<file path="config.mk">
export PLATFORM = sky130hd
export DESIGN_NAME = z80_ex_unit
export DESIGN_NICKNAME = d
export VERILOG_FILES = /design/src/rtl/z80_ex_unit.sv
export SDC_FILE = /design/constraint.sdc
export NUM_CORES = 1
export LEC_CHECK = 0
export BUFFER_PORTS_ARGS = -buffer_cell sky130_fd_sc_hd__buf_2
export CORE_MARGIN = 2
export CORE_UTILIZATION = 52
export CTS_CLUSTER_DIAMETER = 120
export DETAILED_ROUTE_END_ITERATION = 8
export PLACE_DENSITY = 0.86
export SLEW_MARGIN = 40
export SYNTH_ARGS = -nofsm -noshare
export SYNTH_HDL_FRONTEND = slang
export SYNTH_SLANG_ARGS = --single-unit
</file>
<file path="constraint.sdc">
create_clock -name clk -period 7.3 [get_ports clk]
set_input_delay 2.19 -clock clk [delete_from_list [all_inputs] [get_ports clk]]
set_output_delay 2.19 -clock clk [all_outputs]
set_load 0.05 [all_outputs]
</file>
<file path="src/rtl/z80_ex_unit.sv">
// Z80 exchange-family execution unit: EX DE,HL / EX AF,AF' / EXX as one-cycle swap strobes,
// EX (SP),rr as a read-lo, read-hi, write-hi, write-lo bus sequence followed by a register write.
module z80_ex_unit #(
    parameter bit INDEX_EN  = 1'b1,
    parameter bit SHADOW_EN = 1'b1
) (
    input  logic        clk,
    input  logic        reset,
    input  logic        start,
    input  logic [7:0]  opcode,
    input  logic [1:0]  prefix,
    input  logic [15:0] sp_in,
    input  logic [15:0] hl_in,
    input  logic [15:0] ix_in,
    input  logic [15:0] iy_in,
    output logic        busy,
    output logic        done,
    output logic        illegal,
    output logic        swap_de_hl,
    output logic        swap_af,
    output logic        swap_exx,
    output logic        mem_req,
    output logic        mem_we,
    output logic [15:0] mem_addr,
    output logic [7:0]  mem_wdata,
    input  logic [7:0]  mem_rdata,
    input  logic        mem_ack,
    output logic        wr_en,
    output logic [1:0]  wr_sel,
    output logic [15:0] wr_data,
    output logic [4:0]  tcycles
);

    typedef enum logic [2:0] {StIdle, StRdLo, StRdHi, StWrHi, StWrLo, StFin} state_t;

    state_t      state_q, state_d;
    logic [15:0] sp_q, rr_q;
    logic [1:0]  sel_q;
    logic [7:0]  lo_q, hi_q;
    logic [2:0]  swap_q;  // {exx, af, de_hl}
    logic        ill_q, mem_op_q;
    logic [4:0]  tc_q;

    logic        dec_ill, dec_mem;
    logic [2:0]  dec_swap;
    logic [4:0]  dec_tc;
    logic [15:0] dec_rr;
    logic [15:0] sp_inc;

    assign sp_inc = sp_q + 16'd1;

    always_comb begin
        dec_ill  = 1'b1;
        dec_mem  = 1'b0;
        dec_swap = 3'b000;
        dec_tc   = 5'd0;
        if (prefix != 2'b11) begin
            case (opcode)
                8'hEB: begin
                    dec_ill  = 1'b0;
                    dec_swap = 3'b001;
                    dec_tc   = (prefix == 2'b00) ? 5'd4 : 5'd8;
                end
                8'h08: if (SHADOW_EN) begin
                    dec_ill  = 1'b0;
                    dec_swap = 3'b010;
                    dec_tc   = 5'd4;
                end
                8'hD9: if (SHADOW_EN) begin
                    dec_ill  = 1'b0;
                    dec_swap = 3'b100;
                    dec_tc   = 5'd4;
                end
                8'hE3: if (prefix == 2'b00 || INDEX_EN) begin
                    dec_ill = 1'b0;
                    dec_mem = 1'b1;
                    dec_tc  = (prefix == 2'b00) ? 5'd19 : 5'd23;
                end
                default: ;
            endcase
        end
        case (prefix)
            2'b01:   dec_rr = ix_in;
            2'b10:   dec_rr = iy_in;
            default: dec_rr = hl_in;
        endcase
    end

    always_ff @(posedge clk) begin
        if (reset) begin
            state_q  <= StIdle;
            sp_q     <= '0;
            rr_q     <= '0;
            sel_q    <= '0;
            lo_q     <= '0;
            hi_q     <= '0;
            swap_q   <= '0;
            ill_q    <= 1'b0;
            mem_op_q <= 1'b0;
            tc_q     <= '0;
        end else begin
            state_q <= state_d;
            if (state_q == StIdle && start) begin
                sp_q     <= sp_in;
                rr_q     <= dec_rr;
                sel_q    <= dec_mem ? prefix : 2'b00;
                swap_q   <= dec_swap;
                ill_q    <= dec_ill;
                mem_op_q <= dec_mem;
                tc_q     <= dec_tc;
            end
            if (state_q == StRdLo && mem_ack) lo_q <= mem_rdata;
            if (state_q == StRdHi && mem_ack) hi_q <= mem_rdata;
        end
    end

    always_comb begin
        state_d    = state_q;
        done       = 1'b0;
        illegal    = 1'b0;
        swap_de_hl = 1'b0;
        swap_af    = 1'b0;
        swap_exx   = 1'b0;
        mem_req    = 1'b0;
        mem_we     = 1'b0;
        mem_addr   = 16'h0000;
        mem_wdata  = 8'h00;
        wr_en      = 1'b0;
        wr_sel     = 2'b00;
        wr_data    = 16'h0000;
        tcycles    = 5'd0;
        case (state_q)
            StIdle: if (start) state_d = dec_mem ? StRdLo : StFin;
            StRdLo: begin
                mem_req  = 1'b1;
                mem_addr = sp_q;
                if (mem_ack) state_d = StRdHi;
            end
            StRdHi: begin
                mem_req  = 1'b1;
                mem_addr = sp_inc;
                if (mem_ack) state_d = StWrHi;
            end
            StWrHi: begin
                mem_req   = 1'b1;
                mem_we    = 1'b1;
                mem_addr  = sp_inc;
                mem_wdata = rr_q[15:8];
                if (mem_ack) state_d = StWrLo;
            end
            StWrLo: begin
                mem_req   = 1'b1;
                mem_we    = 1'b1;
                mem_addr  = sp_q;
                mem_wdata = rr_q[7:0];
                if (mem_ack) state_d = StFin;
            end
            StFin: begin
                done       = 1'b1;
                illegal    = ill_q;
                swap_de_hl = swap_q[0];
                swap_af    = swap_q[1];
                swap_exx   = swap_q[2];
                wr_en      = mem_op_q;
                wr_sel     = mem_op_q ? sel_q : 2'b00;
                wr_data    = mem_op_q ? {hi_q, lo_q} : 16'h0000;
                tcycles    = tc_q;
                state_d    = StIdle;
            end
            default: state_d = StIdle;
        endcase
    end

    assign busy = (state_q != StIdle);

endmodule

</file>
==> qor.yml, run 1 <==
power-per-cell-area_nw_per_um2: 210
route.detailed.wl_per_inst_um: 13.8
sequential_area_share_after_synthesis_pct: 35.9
finalInstanceArea_sq_um: 4280
setup.worst_path.start_class: "flip-flop"
final_core_utilization_pct: 67.4
ys_seq_elements: 61
yosys_warnings: 0
design.die.area_sq_um: 7210
post_cts_hold_buffer_count: 0
buffer_ports.inserted: 141
area_growth_syn_to_layout_pct: 25.9
worst_hold_startpoint: "swap_q[2]"
p_total_w: 0.000899
timing.final.hold_violations: 0
post_cts.resized_instances: 0
setup.reg_to_reg.worst_slack_ps: 5130
setup_tns_ps: 0
num_antenna_cells: 0
final.min_clock_period_ps: 4750
maximum_resistive_drop_on_vdd_mv: 0.119
drc: 0
reg2reg_from: "state_q[1]"
nets: 662
core.rowCount: 29
achievable-frequency_mhz: 211
totalWireLength_mm: 8.97
netlist_instances: 454
relSlewSlack_pct: 47.6
pin_count_of_the_biggest_net_entering_global_routing: 64
post_cts_setup_buffer_count: 0
clkSinkCount: 61
cts_tree: "done"
floorplan.initialDensity_pct: 53.6
crit-reg2reg-capture: "hi_q[7]"
number_of_library_cell_types_mapped_by_synthesis: 45
vias_per_cell: 5.55
hold_end: "swap_q[2]"
count_of_antenna_violating_nets_left_after_detailed_routing: 0
leakage_component_of_the_power_nw: 1.95
grt.overflow.total: 0
post-route-period-util_pct: 65.0
finalMaxSlewViolations: 0
criticalPathCategory: "reg2out"
path_max_fanout: 19
place.gp.congestion: 0.897
dieHeight_um: 84.9
asyncSetResetFlopFracSynth_pct: 0
postSynth.topFlopCell: "dfxtp_1"
placed_cell_area_sq_um: 4070
worst_pin_slew_ps: 782
maxCapViolCount: 0
synth_top_cell_area_share_pct: 35.9
outcome: "finished clean"
clkLatencyLatePin_ps: 330
cts-root-buf: "clkbuf_8"
drt_iter0_markers: 236
grt_pass1_wl_mm: 14.8
antenna_found_initial: 1
category_of_the_worst_setup_path_capture_point: "primary output"
post_route_cells_drive_above_1_share_pct: 29.6
drt_first_pass_iters: 4
syn_area_per_cell_sq_um: 7.49
timing.critical_path.required_ps: 5110
path_clk_slew_ps: 60
fp.coreArea_sq_um: 6350
io_pins: 142
hold_path_class: "reg2reg"
ctsHtreeMaxLevel: 3
cp_data_arrival_time_ps: 2560
report.final.setup_viol: 0
hold_path_depth: 2
yosys.area.top_type: "dfxtp_1"
worstRegToRegCells: 4
syn-num-nets: 545
grt_setup_unrepaired: "no"
grt_pass1_vias: 3379
synth.area.top_cells: "dfxtp_1 (36%), nand2_1 (12%), a21oi_1 (7.2%), o211ai_1 (4.9%), a22oi_1 (3.8%)"
cts_inserted_buffers: 9
place_hpwl_mm: 6.62
fp.dieW_um: 84.9
cts.path.max_buffers: 2
grt_util_all_layers_pct: 25.0
netlist_area_sq_um: 3400
skew_ps: 7.06
route.vias.total: 3613
synth_enable_flop_cells: 0
cells in the mapped netlist (all sizes together) (4+ instances only):
cell / n
a22oi: 17
nor2: 19
buf: 8
o21ai: 12
or4: 6
and2: 9
nor3: 6
mux2i: 9
and3: 20
nand2: 106
a21oi: 49
dfxtp: 61
xor2: 4
inv: 9
nand3: 11
a22o: 10
or3: 9
o211ai: 22
clkbuf: 29
ha: 5
worst max-delay path, cell delays in order (launching register included):
cell and delay [ps]:
dfxtp_1 610, nand2b_1 410, nor2_1 710, a22o_1 240
buf_2 260
cell usage in the layout, fill, tap and decap left out, types with 3 or more instances in the layout:
master / Yosys / final
nand2_1: 106 / 106
or4_1: 5 / 5
buf_2: 4 / 140
dfxtp_1: 61 / 61
a31oi_1: 3 / 3
ha_1: 5 / 4
nor3_1: 6 / 5
mux2i_1: 9 / 9
a21oi_1: 49 / 49
and2_1: 9 / 9
xor2_1: 4 / 4
clkbuf_8: 0 / 12
o21ai_0: 11 / 11
a22oi_1: 17 / 17
nand3_1: 11 / 11
or3_1: 9 / 9
nor4_1: 3 / 3
inv_1: 9 / 9
buf_4: 2 / 3
nand3b_1: 3 / 3
nor2_1: 18 / 18
a22o_1: 10 / 10
o211ai_1: 22 / 22
and3_1: 20 / 20
flip-flops by register name, indices dropped and copies added, names as in the netlist:
register / cells
hi_q: 8
ill_q: 1
lo_q: 8
mem_op_q: 1
rr_q: 16
sel_q: 2
sp_q: 16
state_q: 3
swap_q: 3
tc_q: 3
layout make-up:
cell class	count	area (sq um)
Timing Repair Buffer	143	723
Clock buffer	13	169
Clock inverter	1	30.0
Inverter	9	33.8
Fill cell	533	2070
Sequential cell	61	1220
Tap cell	77	96.3
Multi-Input combinational cell	347	2010
layer usage:
metal	part of all wire [%]	vias up	global-route usage (%)
li1	-	1830	-
met1	42	1626	30.8
met2	49	135	42.1
met3	6.7	20	5.45
met4	2.3	2	10.8
met5	0.13	-	0
logic make-up after synthesis:
| family | share of synthesized area (%) |
|---|---|
| fa+ha+maj | 1.84 |
| mux | 2.98 |
| compound gates | 22.6 |
| xor+xnor | 1.29 |
| simple gates | 29.7 |
| flops | 35.9 |
| buf+inv | 5.66 |
through the flow:
| step | cells | hold slack (ps) | setup slack, ps |
|---|---|---|---|
| 2_1_floorplan | 454 | 427 | 2560 |
| 3_3_place_gp | 637 | 436 | 2990 |
| 3_5_place_dp | 637 | 443 | 2930 |
| 4_1_cts | 651 | 452 | 2540 |
| 5_1_grt | 651 | 470 | 2350 |
| 6_report | 651 | 450 | 2550 |
worst max-delay path by stage:
stage / end / start / slack (ps)
global route: mem_wdata[1] / state_q[1] / 2350
global placement: mem_wdata[1] / state_q[1] / 2990
finish: mem_wdata[1] / state_q[1] / 2550
detailed placement: mem_wdata[1] / state_q[1] / 2930
floorplan: tcycles[1] / state_q[2] / 2560
CTS: mem_wdata[1] / state_q[1] / 2540
power breakdown:
part           total (W)  internal (W)  switching (W)  leakage, nW
Combinational   0.000218     0.0000701       0.000148         1.35
Sequential      0.000381      0.000356      0.0000241        0.497
Clock           0.000300      0.000182       0.000118        0.102
Note: power is estimated with default switching activity, not from simulation.
==> inputs of run 2 (changes only) <==
- CORE_UTILIZATION: 52 -> 48
- PLACE_DENSITY: 0.86 -> 0.8
- clock period: 7.3 -> 4.65 ns (I/O delays scaled with it)
==> run 2 against run 1 <==
  * Cell area increased by 1.4%
  * Non-clock buffer count increased by 1
  * Power increased by 64%
  * Via count decreased by 0.11%
  * Clock skew decreased by 3.7 ps
  * Combinational power increased by 58%
  * Final cell count increased by 3.4%
  * Sequential power increased by 57%
  * Critical path depth unchanged
  * Largest cell class unchanged
==> qor.yml, run 2 (synthesis gave the netlist of run 1 again) <==
path_clk_slew_ps: 70  # was 60 ps
hold-worst-slack_ps: 451  # was 450 ps
floorplan.initialDensity_pct: 49.8  # was 53.6%
cts.path.max_buffers: 2  # unchanged
grt_pass1_vias: 3214  # was 3,379
setup.worst_path.start_class: "flip-flop"  # unchanged
buffer_ports.inserted: 141  # unchanged
grt_util_all_layers_pct: 23.7  # was 25.0%
layout.cells.non_filler: 673  # was 651
layout_common_cells: "buf_2 (140), nand2_1 (106), dfxtp_1 (61)"  # unchanged
criticalPathCategory: "reg2out"  # unchanged
design.die.area_sq_um: 7780  # was 7210 sq um
p_comb_share_pct: 23.5  # was 24.3%
nets: 663  # was 662
finalMaxSlewViolations: 0  # unchanged
hold_path_class: "reg2reg"  # unchanged
dieHeight_um: 88.2  # was 84.9 um
placedCellCount: 657  # was 637
vias_per_cell: 5.36  # was 5.55
drt_iter0_markers: 216  # was 236
antenna_found_initial: 0  # was 1
total_switching_power_w: 0.000470  # was 0.000290 W
achievable-frequency_mhz: 252
final.min_clock_period_ps: 3970
grt_pass1_wl_mm: 14.6  # was 14.8 mm
report.final.setup_viol: 0  # unchanged
place.gp.congestion: 0.863  # was 0.897
reg.largest.list: "rr_q (16), sp_q (16)"  # unchanged
place_hpwl_mm: 6.76  # was 6.62 mm
pin_count_of_the_biggest_net_entering_global_routing: 64  # unchanged
cp_data_arrival_time_ps: 2570  # was 2560 ps
most_common_library_cell_in_the_layout_ignoring_fill_and_taps: "buf_2"  # unchanged
cts-root-buf: "clkbuf_8"  # unchanged
power-per-cell-area_nw_per_um2: 338  # was 210 nW/um^2
fp.dieW_um: 88.2  # was 84.9 um
route.detailed.wl_per_inst_um: 13.5  # was 13.8 um
dpl_worst_slack_ps: 1100  # was 2930 ps
p_int_w: 0.00100  # was 0.000609 W
core.rowCount: 30  # was 29
post_cts_hold_buffer_count: 0  # unchanged
totalWireLength_mm: 9.08  # was 8.97 mm
post_cts_setup_buffer_count: 0  # unchanged
maximum_resistive_drop_on_vdd_mv: 0.167  # was 0.119 mV
grt_setup_unrepaired: "no"  # unchanged
cts_tree: "done"  # unchanged
cts_inserted_buffers: 9  # unchanged
relSlewSlack_pct: 51.3  # was 47.6%
post-route-period-util_pct: 85.3
fp.coreArea_sq_um: 6830  # was 6350 sq um
ctsHtreeMaxLevel: 3  # unchanged
p_total_w: 0.00147  # was 0.000899 W
share_clk_of_total_power_pct: 35.9  # was 33.3%
power.share.sequential_pct: 40.6  # was 42.4%
leakage_component_of_the_power_nw: 1.97  # was 1.95 nW
setup_tns_ps: 0  # unchanged
num_antenna_cells: 0  # unchanged
maxCapViolCount: 0  # unchanged
path_max_fanout: 19  # unchanged
post_cts.resized_instances: 0  # unchanged
outcome: "finished clean"  # unchanged
area_growth_syn_to_layout_pct: 27.6  # was 25.9%
timing.critical_path.required_ps: 3250  # was 5110 ps
drc: 0  # unchanged
grt.overflow.total: 0  # unchanged
drt_first_pass_iters: 4  # unchanged
io_pins: 142  # unchanged
category_of_the_worst_setup_path_capture_point: "primary output"  # unchanged
post_route_cells_drive_above_1_share_pct: 30.2  # was 29.6%
sw_frac_of_total_pct: 31.9  # was 32.3%
fin_ws_ps: 684  # was 2550 ps
count_of_antenna_violating_nets_left_after_detailed_routing: 0  # unchanged
worst_pin_slew_ps: 727  # was 782 ps
route.vias.total: 3609  # was 3,613
hold_path_depth: 2  # unchanged
skew_ps: 3.40  # was 7.06 ps
worstRegToRegCells: 4  # unchanged
clkSinkCount: 61  # unchanged
clkLatencyLatePin_ps: 330  # about the same
timing.final.hold_violations: 0  # unchanged
[run 2: worst max-delay path: stages (launching register included)]
cell and delay, ps:
dfxtp_1 610, nand2b_1 440, nor2_1 670, a22o_1 250, buf_2 270
[run 2: stage by stage]
step / utilization [%] / instance area [sq um]
global placement: 60.0 / 4100
detailed placement: 60.1 / 4100
global route: 63.6 / 4340
finish: 63.6 / 4340
CTS: 63.4 / 4330
floorplan: - / 3400
[run 2: worst paths after layout]
path,startpoint,end,slack (ps)
worst min register to register,swap_q[2],swap_q[2],450
worst max register to register,state_q[1],hi_q[0],2490
worst min-delay path,swap_q[2],swap_q[2],450
worst max-delay path,state_q[1],mem_wdata[0],680
[run 2: cell type report]
| type | count | area [sq um] |
|---|---|---|
| clock buffer | 12 | 155 |
| clock inverter | 4 | 70.1 |
| fill | 638 | 2490 |
| inverter | 9 | 33.8 |
| multi-input combinational | 347 | 2010 |
| sequential | 61 | 1220 |
| tap | 96 | 120 |
| timing repair buffer | 144 | 731 |
[run 2: routing by layer]
metal	part of all wire (%)	up-vias	wire, um	global-route usage (%)
li1	-	1832	-	-
met1	44	1629	4040	31.5
met2	48	136	4320	38.5
met3	6.3	12	574	4.81
met4	1.7	0	153	7.85
met5	0	-	0	0
[run 2: power groups by stage]
stage / Clock [W] / Combinational (W) / Sequential, W
2_1_floorplan: 0 / 0.000255 / 0.000592
3_3_place_gp: 0 / 0.000336 / 0.000605
3_5_place_dp: 0 / 0.000343 / 0.000607
4_1_cts: 0.000537 / 0.000343 / 0.000595
5_1_grt: 0.000558 / 0.000383 / 0.000601
6_report: 0.000528 / 0.000345 / 0.000597
==> inputs of run 3 (changes only) <==
- CORE_UTILIZATION: 48 -> 44
- PLACE_DENSITY: 0.8 -> 0.77
- clock period: 4.65 -> 3.51 ns (I/O delays scaled with it)
==> run 3 against run 2 <==
  * Via count rose by 0.72%
  * Clock skew increased by 7.5 ps
  * Count of clock-buffer cells in the layout is 2 higher
  * Largest power group unchanged
  * Final cell count is 1.5% higher
  * Highest routed layer unchanged
==> qor.yml, run 3 (synthesis gave the netlist of run 1 again) <==
power-per-cell-area_nw_per_um2: 419  # was 338 nW/um^2
finalMaxSlewViolations: 0  # unchanged
outcome: "finished clean"  # unchanged
num-fill-cells: 760  # was 638
route.detailed.wl_per_inst_um: 14.0  # was 13.5 um
achievable-frequency_mhz: 297
leakage_component_of_the_power_nw: 1.97  # about the same
category_of_the_worst_setup_path_capture_point: "primary output"  # unchanged
fp.coreArea_sq_um: 7610  # was 6830 sq um
num_antenna_cells: 0  # unchanged
path_max_fanout: 6  # was 19
grt.overflow.total: 0  # unchanged
buffer_ports.inserted: 141  # unchanged
worstRegToRegCells: 4  # unchanged
grt_util_all_layers_pct: 22.3  # was 23.7%
p_total_w: 0.00182  # was 0.00147 W
cts_inserted_buffers: 9  # unchanged
count_of_antenna_violating_nets_left_after_detailed_routing: 0  # unchanged
clkSinkCount: 61  # unchanged
grt_pass1_vias: 3500  # was 3,214
hold_path_class: "reg2reg"  # unchanged
cp_data_arrival_time_ps: 2310  # was 2570 ps
worst_hold_startpoint: "lo_q[5]"  # was swap_q[2]
most_common_library_cell_in_the_layout_ignoring_fill_and_taps: "buf_2"  # unchanged
placedCellCount: 668  # was 657
relSlewSlack_pct: 46.2  # was 51.3%
power.share.sequential_pct: 43.5  # was 40.6%
maxCapViolCount: 0  # unchanged
path_clk_slew_ps: 70  # about the same
place_hpwl_mm: 7.17  # was 6.76 mm
setup.worst_path.start_class: "flip-flop"  # unchanged
floorplan.initialDensity_pct: 44.7  # was 49.8%
post-route-period-util_pct: 95.9
maximum_resistive_drop_on_vdd_mv: 0.207  # was 0.167 mV
core.rowCount: 32  # was 30
ctsHtreeMaxLevel: 3  # unchanged
drt_iter0_markers: 175  # was 216
critical_path.cell_chain: "nand4_1 > or4_4 > or4_1 > nand3_1 > buf_2"  # was nand2b_1 > nor2_1 > a22o_1 > buf_2
reg2reg_from: "state_q[1]"  # unchanged
vias_per_cell: 5.32  # was 5.36
setup_tns_ps: 0  # unchanged
slowest_stage: "or4_4"  # was nor2_1
place.gp.congestion: 0.916  # was 0.863
drt_first_pass_iters: 4  # unchanged
share_clk_of_total_power_pct: 31.0  # was 35.9%
hold_path_depth: 2  # unchanged
nets: 668  # was 663
layout.cells.non_filler: 683  # was 673
skew_ps: 10.9  # was 3.40 ps
cts-root-buf: "clkbuf_8"  # unchanged
timing.final.hold_violations: 0  # unchanged
p_comb_share_pct: 25.6  # was 23.5%
total_switching_power_w: 0.000616  # was 0.000470 W
crit-reg2reg-capture: "sel_q[1]"  # was hi_q[0]
worst_pin_slew_ps: 807  # was 727 ps
report.final.setup_viol: 0  # unchanged
timing.critical_path.required_ps: 2460  # was 3250 ps
reg.largest.list: "rr_q (16), sp_q (16)"  # unchanged
totalWireLength_mm: 9.59  # was 9.08 mm
grt_pass1_wl_mm: 15.4  # was 14.6 mm
seq_area_sq_um: 1220  # about the same
clkLatencyLatePin_ps: 330  # about the same
drc: 0  # unchanged
hold-worst-slack_ps: 451  # about the same
hold_end: "lo_q[5]"  # was swap_q[2]
dieHeight_um: 91.9  # was 88.2 um
pin_count_of_the_biggest_net_entering_global_routing: 45  # was 64
cts_tree: "done"  # unchanged
sw_frac_of_total_pct: 33.8  # was 31.9%
area_growth_syn_to_layout_pct: 27.7  # was 27.6%
io_pins: 142  # unchanged
grt_setup_unrepaired: "no"  # unchanged
multi_input_area_sq_um: 2010  # about the same
route.vias.total: 3635  # was 3,609
setup.reg_to_reg.worst_slack_ps: 1230  # was 2490 ps
p_int_w: 0.00120  # was 0.00100 W
final.min_clock_period_ps: 3370
layout_common_cells: "buf_2 (140), nand2_1 (106), dfxtp_1 (59)"  # was buf_2 (140), nand2_1 (106), dfxtp_1 (61)
criticalPathCategory: "reg2out"  # unchanged
cts.path.max_buffers: 2  # unchanged
fp.dieW_um: 91.9  # was 88.2 um
max_stage_delay_ps: 580  # was 670 ps
antenna_found_initial: 0  # unchanged
design.die.area_sq_um: 8450  # was 7780 sq um
post_route_cells_drive_above_1_share_pct: 31.0  # was 30.2%
run 3: cell count changes in the layout (fill, tap and decap cells not counted), moves of 2 or more:
cell	previous run	this run
dfxtp_2	0	2
nor2b_2	2	0
dfxtp_1	61	59
buf_4	4	9
bufinv_16	2	0
nor2b_1	1	3
run 3: area by class of cell:
type                    count  area share [%]
multi-input cells         347            46.3
repair buffers            149            17.7
clock inverters             1           0.115
inverters                   9           0.778
flip-flops and latches     61            28.2
well taps                 102            2.94
clock buffers              14            3.97
run 3: power groups by stage:
stage               Combinational (W)  Sequential (W)  Clock (W)
finish                       0.000466        0.000791   0.000564
global route                 0.000511        0.000798   0.000609
floorplan                    0.000338        0.000784          0
global placement             0.000456        0.000799          0
CTS                          0.000467        0.000788   0.000573
detailed placement           0.000465        0.000804          0
run 3: how the worst max path moves through the flow:
stage | endpoint | slack (ps) | start
4_1_cts | mem_addr[14] | 30 | sp_q[0]
3_3_place_gp | mem_addr[14] | 400 | sp_q[0]
3_5_place_dp | mem_addr[14] | 340 | sp_q[0]
6_report | mem_addr[15] | 140 | sp_q[6]
5_1_grt | mem_addr[6] | 50 | state_q[1]
2_1_floorplan | mem_addr[10] | 100 | state_q[2]
run 3: routing by layer:
metal | up-vias | wire (um) | track usage (%)
li1 | 1843 | - | -
met1 | 1672 | 4210 | 27.1
met2 | 112 | 4750 | 38.4
met3 | 8 | 537 | 5.26
met4 | 0 | 91 | 8.33
met5 | - | 0 | 0
run 3: repair_timing:
action,4_1_cts,5_1_grt
setup endpoints to repair,1,2
buffers inserted,0,0
hold buffers,0,0
hold endpoints to repair,0,0
resized for setup,1,5
run 3: stage by stage:
| stage | setup slack [ps] | utilization [%] | area (sq um) |
|---|---|---|---|
| final | 143 | 57.1 | 4340 |
| after global routing | 45.6 | 57.1 | 4340 |
| after CTS | 29.8 | 56.8 | 4320 |
| after detailed placement | 337 | 54.4 | 4140 |
| after global placement | 399 | 54.4 | 4140 |
| after floorplan | 95.7 | - | 3400 |
run 3: critical path: cells and delay by family (launching register included):
kind          cells  cell delay, ps
buf+inv           1             260
flops             1             410
simple gates      4            1310
